File: src/rtl/id_ex_stage_reg_if.sv
// Signal bundle between the ID/WB side and the ID/EX stage register.
// The stage itself connects through the slave modport.
interface id_ex_stage_reg_if #(
  parameter int DATA_W     = 16,
  parameter int REG_ADDR_W = 4,
  parameter int CNT_W      = 16
);
  logic                  stall;
  logic                  flush;
  logic                  id_valid;
  logic [3:0]            id_opcode;
  logic [DATA_W-1:0]     id_pc;
  logic [DATA_W-1:0]     id_imm;
  logic [REG_ADDR_W-1:0] id_src_reg1;
  logic [REG_ADDR_W-1:0] id_src_reg2;
  logic [DATA_W-1:0]     id_src_data1;
  logic [DATA_W-1:0]     id_src_data2;
  logic [REG_ADDR_W-1:0] id_dst_reg;
  logic                  id_write_reg;
  logic                  wb_write_reg;
  logic [REG_ADDR_W-1:0] wb_dst_reg;
  logic [DATA_W-1:0]     wb_dst_data;
  logic                  ex_valid;
  logic [3:0]            ex_opcode;
  logic [DATA_W-1:0]     ex_pc;
  logic [DATA_W-1:0]     ex_imm;
  logic [REG_ADDR_W-1:0] ex_src_reg1;
  logic [REG_ADDR_W-1:0] ex_src_reg2;
  logic [DATA_W-1:0]     ex_src_data1;
  logic [DATA_W-1:0]     ex_src_data2;
  logic [REG_ADDR_W-1:0] ex_dst_reg;
  logic                  ex_write_reg;
  logic [CNT_W-1:0]      bubble_cnt;

  modport master (
    output stall, flush, id_valid, id_opcode, id_pc, id_imm, id_src_reg1, id_src_reg2,
           id_src_data1, id_src_data2, id_dst_reg, id_write_reg,
           wb_write_reg, wb_dst_reg, wb_dst_data,
    input  ex_valid, ex_opcode, ex_pc, ex_imm, ex_src_reg1, ex_src_reg2,
           ex_src_data1, ex_src_data2, ex_dst_reg, ex_write_reg, bubble_cnt
  );

  modport slave (
    input  stall, flush, id_valid, id_opcode, id_pc, id_imm, id_src_reg1, id_src_reg2,
           id_src_data1, id_src_data2, id_dst_reg, id_write_reg,
           wb_write_reg, wb_dst_reg, wb_dst_data,
    output ex_valid, ex_opcode, ex_pc, ex_imm, ex_src_reg1, ex_src_reg2,
           ex_src_data1, ex_src_data2, ex_dst_reg, ex_write_reg, bubble_cnt
  );
endinterface

File: src/rtl/id_ex_stage_reg.sv
// ID/EX pipeline register with stall/flush, WB write-through bypass on load,
// WB refresh of held operands while stalled, and a saturating bubble counter.
module id_ex_stage_reg #(
  parameter int DATA_W     = 16,
  parameter int REG_ADDR_W = 4,
  parameter int CNT_W      = 16
) (
  input logic              clk,
  input logic              rst,
  id_ex_stage_reg_if.slave bus
);
  localparam logic [REG_ADDR_W-1:0] REG_ZERO  = {REG_ADDR_W{1'b0}};
  localparam logic [DATA_W-1:0]     DATA_ZERO = {DATA_W{1'b0}};
  localparam logic [CNT_W-1:0]      CNT_ZERO  = {CNT_W{1'b0}};
  localparam logic [CNT_W-1:0]      CNT_MAX   = {CNT_W{1'b1}};
  localparam logic [CNT_W-1:0]      CNT_ONE   = {{(CNT_W-1){1'b0}}, 1'b1};

  // r0 reads as zero; a non-zero source matching the WB port takes the WB data.
  function automatic logic [DATA_W-1:0] f_sel_operand(
    input logic [REG_ADDR_W-1:0] src,
    input logic [DATA_W-1:0]     rf_data,
    input logic                  wb_we,
    input logic [REG_ADDR_W-1:0] wb_dst,
    input logic [DATA_W-1:0]     wb_data
  );
    logic [DATA_W-1:0] result;
    if (src == REG_ZERO) begin
      result = DATA_ZERO;
    end else if (wb_we && (wb_dst == src)) begin
      result = wb_data;
    end else begin
      result = rf_data;
    end
    return result;
  endfunction

  function automatic logic f_refresh(
    input logic                  valid,
    input logic [REG_ADDR_W-1:0] src,
    input logic                  wb_we,
    input logic [REG_ADDR_W-1:0] wb_dst
  );
    return valid && wb_we && (wb_dst == src) && (src != REG_ZERO);
  endfunction

  logic                  r_ex_valid;
  logic [3:0]            r_ex_opcode;
  logic [DATA_W-1:0]     r_ex_pc;
  logic [DATA_W-1:0]     r_ex_imm;
  logic [REG_ADDR_W-1:0] r_ex_src_reg1;
  logic [REG_ADDR_W-1:0] r_ex_src_reg2;
  logic [DATA_W-1:0]     r_ex_src_data1;
  logic [DATA_W-1:0]     r_ex_src_data2;
  logic [REG_ADDR_W-1:0] r_ex_dst_reg;
  logic                  r_ex_write_reg;
  logic [CNT_W-1:0]      r_bubble_cnt;

  logic [DATA_W-1:0]     w_op1;
  logic [DATA_W-1:0]     w_op2;
  logic                  w_refresh1;
  logic                  w_refresh2;
  logic                  w_ld_write;
  logic                  w_bubble;

  // Operand selection, refresh qualification and bubble detection for this edge.
  always_comb begin
    w_op1      = f_sel_operand(bus.id_src_reg1, bus.id_src_data1,
                               bus.wb_write_reg, bus.wb_dst_reg, bus.wb_dst_data);
    w_op2      = f_sel_operand(bus.id_src_reg2, bus.id_src_data2,
                               bus.wb_write_reg, bus.wb_dst_reg, bus.wb_dst_data);
    w_refresh1 = f_refresh(r_ex_valid, r_ex_src_reg1, bus.wb_write_reg, bus.wb_dst_reg);
    w_refresh2 = f_refresh(r_ex_valid, r_ex_src_reg2, bus.wb_write_reg, bus.wb_dst_reg);
    w_ld_write = bus.id_valid && bus.id_write_reg && (bus.id_dst_reg != REG_ZERO);
    w_bubble   = bus.flush || (!bus.stall && !bus.id_valid);
  end

  // EX-side fields: reset > flush > stall (refresh only) > load.
  always_ff @(posedge clk) begin
    if (rst || bus.flush) begin
      r_ex_valid     <= 1'b0;
      r_ex_opcode    <= 4'h0;
      r_ex_pc        <= DATA_ZERO;
      r_ex_imm       <= DATA_ZERO;
      r_ex_src_reg1  <= REG_ZERO;
      r_ex_src_reg2  <= REG_ZERO;
      r_ex_src_data1 <= DATA_ZERO;
      r_ex_src_data2 <= DATA_ZERO;
      r_ex_dst_reg   <= REG_ZERO;
      r_ex_write_reg <= 1'b0;
    end else if (bus.stall) begin
      if (w_refresh1) r_ex_src_data1 <= bus.wb_dst_data;
      if (w_refresh2) r_ex_src_data2 <= bus.wb_dst_data;
    end else begin
      r_ex_valid     <= bus.id_valid;
      r_ex_opcode    <= bus.id_opcode;
      r_ex_pc        <= bus.id_pc;
      r_ex_imm       <= bus.id_imm;
      r_ex_src_reg1  <= bus.id_src_reg1;
      r_ex_src_reg2  <= bus.id_src_reg2;
      r_ex_src_data1 <= w_op1;
      r_ex_src_data2 <= w_op2;
      r_ex_dst_reg   <= bus.id_dst_reg;
      r_ex_write_reg <= w_ld_write;
    end
  end

  // Saturating count of edges that leave a bubble in EX.
  always_ff @(posedge clk) begin
    if (rst) begin
      r_bubble_cnt <= CNT_ZERO;
    end else if (w_bubble && (r_bubble_cnt != CNT_MAX)) begin
      r_bubble_cnt <= r_bubble_cnt + CNT_ONE;
    end
  end

  assign bus.ex_valid     = r_ex_valid;
  assign bus.ex_opcode    = r_ex_opcode;
  assign bus.ex_pc        = r_ex_pc;
  assign bus.ex_imm       = r_ex_imm;
  assign bus.ex_src_reg1  = r_ex_src_reg1;
  assign bus.ex_src_reg2  = r_ex_src_reg2;
  assign bus.ex_src_data1 = r_ex_src_data1;
  assign bus.ex_src_data2 = r_ex_src_data2;
  assign bus.ex_dst_reg   = r_ex_dst_reg;
  assign bus.ex_write_reg = r_ex_write_reg;
  assign bus.bubble_cnt   = r_bubble_cnt;
endmodule

File: src/flat_wrapper.sv
// flat-port wrapper written by rule: the top's interface ports become plain ports
module id_ex_stage_reg_flat 
#(
  parameter int DATA_W     = 16,
  parameter int REG_ADDR_W = 4,
  parameter int CNT_W      = 16
)
  (clk, rst, bus_stall, bus_flush, bus_id_valid, bus_id_opcode, bus_id_pc, bus_id_imm, bus_id_src_reg1, bus_id_src_reg2, bus_id_src_data1, bus_id_src_data2, bus_id_dst_reg, bus_id_write_reg, bus_wb_write_reg, bus_wb_dst_reg, bus_wb_dst_data, bus_ex_valid, bus_ex_opcode, bus_ex_pc, bus_ex_imm, bus_ex_src_reg1, bus_ex_src_reg2, bus_ex_src_data1, bus_ex_src_data2, bus_ex_dst_reg, bus_ex_write_reg, bus_bubble_cnt);
  id_ex_stage_reg_if #(.DATA_W(DATA_W), .REG_ADDR_W(REG_ADDR_W), .CNT_W(CNT_W)) bus_i ();
  input logic clk;
  input logic rst;
  input wire logic [$bits(bus_i.stall)-1:0] bus_stall;
  input wire logic [$bits(bus_i.flush)-1:0] bus_flush;
  input wire logic [$bits(bus_i.id_valid)-1:0] bus_id_valid;
  input wire logic [$bits(bus_i.id_opcode)-1:0] bus_id_opcode;
  input wire logic [$bits(bus_i.id_pc)-1:0] bus_id_pc;
  input wire logic [$bits(bus_i.id_imm)-1:0] bus_id_imm;
  input wire logic [$bits(bus_i.id_src_reg1)-1:0] bus_id_src_reg1;
  input wire logic [$bits(bus_i.id_src_reg2)-1:0] bus_id_src_reg2;
  input wire logic [$bits(bus_i.id_src_data1)-1:0] bus_id_src_data1;
  input wire logic [$bits(bus_i.id_src_data2)-1:0] bus_id_src_data2;
  input wire logic [$bits(bus_i.id_dst_reg)-1:0] bus_id_dst_reg;
  input wire logic [$bits(bus_i.id_write_reg)-1:0] bus_id_write_reg;
  input wire logic [$bits(bus_i.wb_write_reg)-1:0] bus_wb_write_reg;
  input wire logic [$bits(bus_i.wb_dst_reg)-1:0] bus_wb_dst_reg;
  input wire logic [$bits(bus_i.wb_dst_data)-1:0] bus_wb_dst_data;
  output wire logic [$bits(bus_i.ex_valid)-1:0] bus_ex_valid;
  output wire logic [$bits(bus_i.ex_opcode)-1:0] bus_ex_opcode;
  output wire logic [$bits(bus_i.ex_pc)-1:0] bus_ex_pc;
  output wire logic [$bits(bus_i.ex_imm)-1:0] bus_ex_imm;
  output wire logic [$bits(bus_i.ex_src_reg1)-1:0] bus_ex_src_reg1;
  output wire logic [$bits(bus_i.ex_src_reg2)-1:0] bus_ex_src_reg2;
  output wire logic [$bits(bus_i.ex_src_data1)-1:0] bus_ex_src_data1;
  output wire logic [$bits(bus_i.ex_src_data2)-1:0] bus_ex_src_data2;
  output wire logic [$bits(bus_i.ex_dst_reg)-1:0] bus_ex_dst_reg;
  output wire logic [$bits(bus_i.ex_write_reg)-1:0] bus_ex_write_reg;
  output wire logic [$bits(bus_i.bubble_cnt)-1:0] bus_bubble_cnt;
  assign bus_i.stall = bus_stall;
  assign bus_i.flush = bus_flush;
  assign bus_i.id_valid = bus_id_valid;
  assign bus_i.id_opcode = bus_id_opcode;
  assign bus_i.id_pc = bus_id_pc;
  assign bus_i.id_imm = bus_id_imm;
  assign bus_i.id_src_reg1 = bus_id_src_reg1;
  assign bus_i.id_src_reg2 = bus_id_src_reg2;
  assign bus_i.id_src_data1 = bus_id_src_data1;
  assign bus_i.id_src_data2 = bus_id_src_data2;
  assign bus_i.id_dst_reg = bus_id_dst_reg;
  assign bus_i.id_write_reg = bus_id_write_reg;
  assign bus_i.wb_write_reg = bus_wb_write_reg;
  assign bus_i.wb_dst_reg = bus_wb_dst_reg;
  assign bus_i.wb_dst_data = bus_wb_dst_data;
  assign bus_ex_valid = bus_i.ex_valid;
  assign bus_ex_opcode = bus_i.ex_opcode;
  assign bus_ex_pc = bus_i.ex_pc;
  assign bus_ex_imm = bus_i.ex_imm;
  assign bus_ex_src_reg1 = bus_i.ex_src_reg1;
  assign bus_ex_src_reg2 = bus_i.ex_src_reg2;
  assign bus_ex_src_data1 = bus_i.ex_src_data1;
  assign bus_ex_src_data2 = bus_i.ex_src_data2;
  assign bus_ex_dst_reg = bus_i.ex_dst_reg;
  assign bus_ex_write_reg = bus_i.ex_write_reg;
  assign bus_bubble_cnt = bus_i.bubble_cnt;
  id_ex_stage_reg #(.DATA_W(DATA_W), .REG_ADDR_W(REG_ADDR_W), .CNT_W(CNT_W)) u_core (.clk(clk), .rst(rst), .bus(bus_i));
endmodule
File: config.mk
export PLATFORM = sky130hd
export DESIGN_NAME = id_ex_stage_reg_flat
export DESIGN_NICKNAME = d
export VERILOG_FILES = /design/src/rtl/id_ex_stage_reg_if.sv /design/src/rtl/id_ex_stage_reg.sv /design/src/flat_wrapper.sv
export SDC_FILE = /design/constraint.sdc
export NUM_CORES = 1
export LEC_CHECK = 0
export ABC_AREA = 1
export CAP_MARGIN = 10
export CORE_MARGIN = 2
export CORE_UTILIZATION = 45
export CTS_BUF_LIST = sky130_fd_sc_hd__clkbuf_4 sky130_fd_sc_hd__clkbuf_8
export CTS_CLUSTER_SIZE = 12
export DETAILED_ROUTE_END_ITERATION = 8
export GPL_TIMING_DRIVEN = 1
export MAX_ROUTING_LAYER = met4
export PLACE_DENSITY = 0.93
export RECOVER_POWER = 50
export REMOVE_ABC_BUFFERS = 1
export SKIP_LAST_GASP = 1
export SLEW_MARGIN = 20
export SYNTH_ARGS = -nofsm -noshare
export SYNTH_HDL_FRONTEND = slang
export SYNTH_SLANG_ARGS = --single-unit
File: constraint.sdc
create_clock -name clk -period 1.66 [get_ports clk]
set_input_delay 0.166 -clock clk [delete_from_list [all_inputs] [get_ports clk]]
set_output_delay 0.166 -clock clk [all_outputs]
set_load 0.05 [all_outputs]
==> results.tsv <==
metric	value	unit
max-clock-path-buffers	2	
numCtsBuffers	9	
yosys_warns	0	
drt-wirelength-per-cell	14.9	µm
synthDominantAreaCellType	dfxtp_1	
grt_pass1_vias	5710	
start_kind	flop	
tritoncts_num_sinks	98	
synthesis.area	5190	µm²
synthAdderAreaFrac	0.00241	
yosys.area_share.xor_xnor	0.0101	
layout-area-overhead-vs-synth	41.8	%
yosys_register_bits	98	
drive_above_1_share	0.0942	
clk_transition_reported_paths	0.11	ns
most_common_cell_after_layout_fill_and_taps_aside	nand2_1	
setup_total_negative_slack	0	ns
detailedRoute.firstIterationViolations	551	
grt_max_degree	72	
antenna_found_initial	0	
cts_tree	built	
postLayoutCellArea	7370	µm²
place.gp.congestion	1.02	
global_route.usage.total	0.274	
post_synth_and_or_nand_nor_area_fraction	0.351	
post_placement_cell_area	7420	µm²
maxSlewHeadroom	0.461	
post_cts.repair.setup_buffers	0	
synth.area.mux_share	0	
fill_cells	1034	
finalMaxSlewViolations	0	
grt_setup_unrepaired	false	
crit_path_max_fanout	4	
period_utilization	0.937	
finClkSkew	0.00779	ns
num_antenna_cells	0	
dieWidth	111	µm
cp.arrival	1.82	ns
drt_first_pass_iters	8	
power_density	713	nW/µm²
part_of_the_yosys_area_used_for_sequential_elements	0.378	
insertion_delay	0.36	ns
detail_route.vias_per_cell	5.30	
synth-compound-area-share	0.157	
power_leakage	3.25	nW
worstReg2RegEnd	u_core.bus.bubble_cnt[12]	
die_extent_in_y	111	µm
drt-total-wl	16900	µm
start_util	0.459	
r2r-start	u_core.bus.bubble_cnt[0]	
grt_remaining_overflow	0	
hold_class	primary input to flop	
dp_hpwl	12300	µm
worstSetupPathType	flop to flop	
total_count_of_hold_check_failures_in_the_final_report	0	
syn-instance-count	775	
hold_start	bus_id_imm[4]	
dominant_combinational_cell_family_by_area_after_synthesis	simple AND/OR/NAND/NOR gates	
drv_cap	0	
io_pins	205	
port_buffers	204	
timing.reg2reg.setup_slack	0.10	ns
die-area	12400	µm²
post_synth_num_cell_types	29	
max-vdd-ir-drop	0.000456	V
end_of_the_worst_hold_path	u_core.bus.ex_imm[4]	
outcome	completed	
crit_path_end_kind	flop	
synthesis.area_per_instance	6.70	µm²
final_nets	1090	
maxClockFrequency	643	MHz
most-common-layout-cells	nand2_1, clkdlybuf4s50_1, a21oi_1, dfxtp_1, inv_1	
floorplan.rows	39	
fp.coreArea	11300	µm²
final_antenna_net_count	0	
tightestPinTransition	0.809	ns
synthDominantCellAreaShare	0.378	
detail_route.drc_violations	0	
finalSetupViolCount	0	
totalPowerFinal	5.25	mW
via_count	5988	
critical_path_rt	1.92	ns
cts_root_buf	clkbuf_8	
yosys-top-cells-area	dfxtp_1, nand2_1, a21oi_1	
r2r.worst_path.cells	8	
hold_path_depth	3	
cts.htree.levels	3	
fin_crit	1.56	ns
wire_length_of_the_first_global_routing_pass	27300	µm
-- how the worst max path moves through the flow --
stage                        startpoint                          to  slack [ns]
4_1_cts        u_core.bus.bubble_cnt[0]    u_core.bus.bubble_cnt[2]        0.04
3_5_place_dp          bus_wb_dst_reg[0]  u_core.bus.ex_src_data2[9]       -0.08
6_report       u_core.bus.bubble_cnt[0]   u_core.bus.bubble_cnt[12]        0.10
3_3_place_gp          bus_wb_dst_reg[0]  u_core.bus.ex_src_data2[9]       -0.03
2_1_floorplan                       rst     u_core.bus.ex_write_reg       -1.14
5_1_grt        u_core.bus.bubble_cnt[0]    u_core.bus.bubble_cnt[2]       0.001
-- final cells by class --
cell class	count	area, µm²	share of cell area
multi-input combinational	546	2710	0.368
clock inverter	7	57.6	0.00781
timing repair buffer	241	2010	0.272
sequential	98	1960	0.267
tap	143	179	0.0243
inverter	86	323	0.0438
clock buffer	9	124	0.0168
-- cell families (layout without fill, tap and decap cells) --
logic type / Yosys count / in the layout
fa+ha+maj: 1 / 1
flops: 98 / 98
simple gates: 394 / 394
buf+inv: 131 / 343
compound gates: 145 / 145
xor+xnor: 6 / 6
-- repair_timing --
| action | 4_1_cts | 5_1_grt |
|---|---|---|
| gates resized for setup | 32 | 4 |
| hold buffers | 0 | 0 |
| setup endpoints to repair | 32 | 5 |
| endpoints found under the hold margin | 0 | 0 |
-- report_power, final --
group          switching (mW)  internal (mW)  total (mW)
registers              0.0459           2.43        2.47
logic                   0.783          0.515        1.30
clock network           0.912          0.570        1.48
-- Yosys cell counts --
library cell and instances:
o21ai_0 14, clkbuf_1 21, nand3_2 1, inv_2 4, o21a_1 1, nor2_4 4, dfxtp_1 98, o41ai_1 1
buf_6 2, a21oi_1 96, clkinv_1 2, and2_1 1, o21bai_1 32, xor2_1 1, nand4_1 34, nor2_2 1
buf_1 3, ha_1 1, nand3_1 41, nand2_1 240, xnor2_1 5, nand3_4 2, nand3b_1 34, buf_2 19
nor3_1 5, nand2_2 1, o21ai_2 1, inv_1 80, nor2_1 30
-- per-layer routing --
layer / vias to the layer above / track usage / wire, µm
li1: 2932 / - / -
met1: 2725 / 0.325 / 6690
met2: 296 / 0.461 / 8270
met3: 35 / 0.0544 / 1480
met4: 0 / 0.102 / 409
met5: - / - / 0
-- critical path, cell delays in order (launching register included) --
cell and delay [ns]:
dfxtp_2 0.35, ha_2 0.20, nand3_2 0.12, nor2_1 0.15, nand2_1 0.10, nor3_1 0.28
nand2_1 0.08, o21ai_0 0.09, nor2_1 0.07
-- stage by stage --
step                       util  worst slack, ns  cells  hold WS [ns]
after floorplan               -            -1.14    730         0.235
after global placement    0.656          -0.0330   1114         0.445
after detailed placement  0.656          -0.0820   1114         0.454
after CTS                 0.668           0.0395   1130         0.331
after global routing      0.651          0.00149   1130         0.340
final                     0.651            0.105   1130         0.346
No activity file was read; power rests on OpenSTA's default activity.
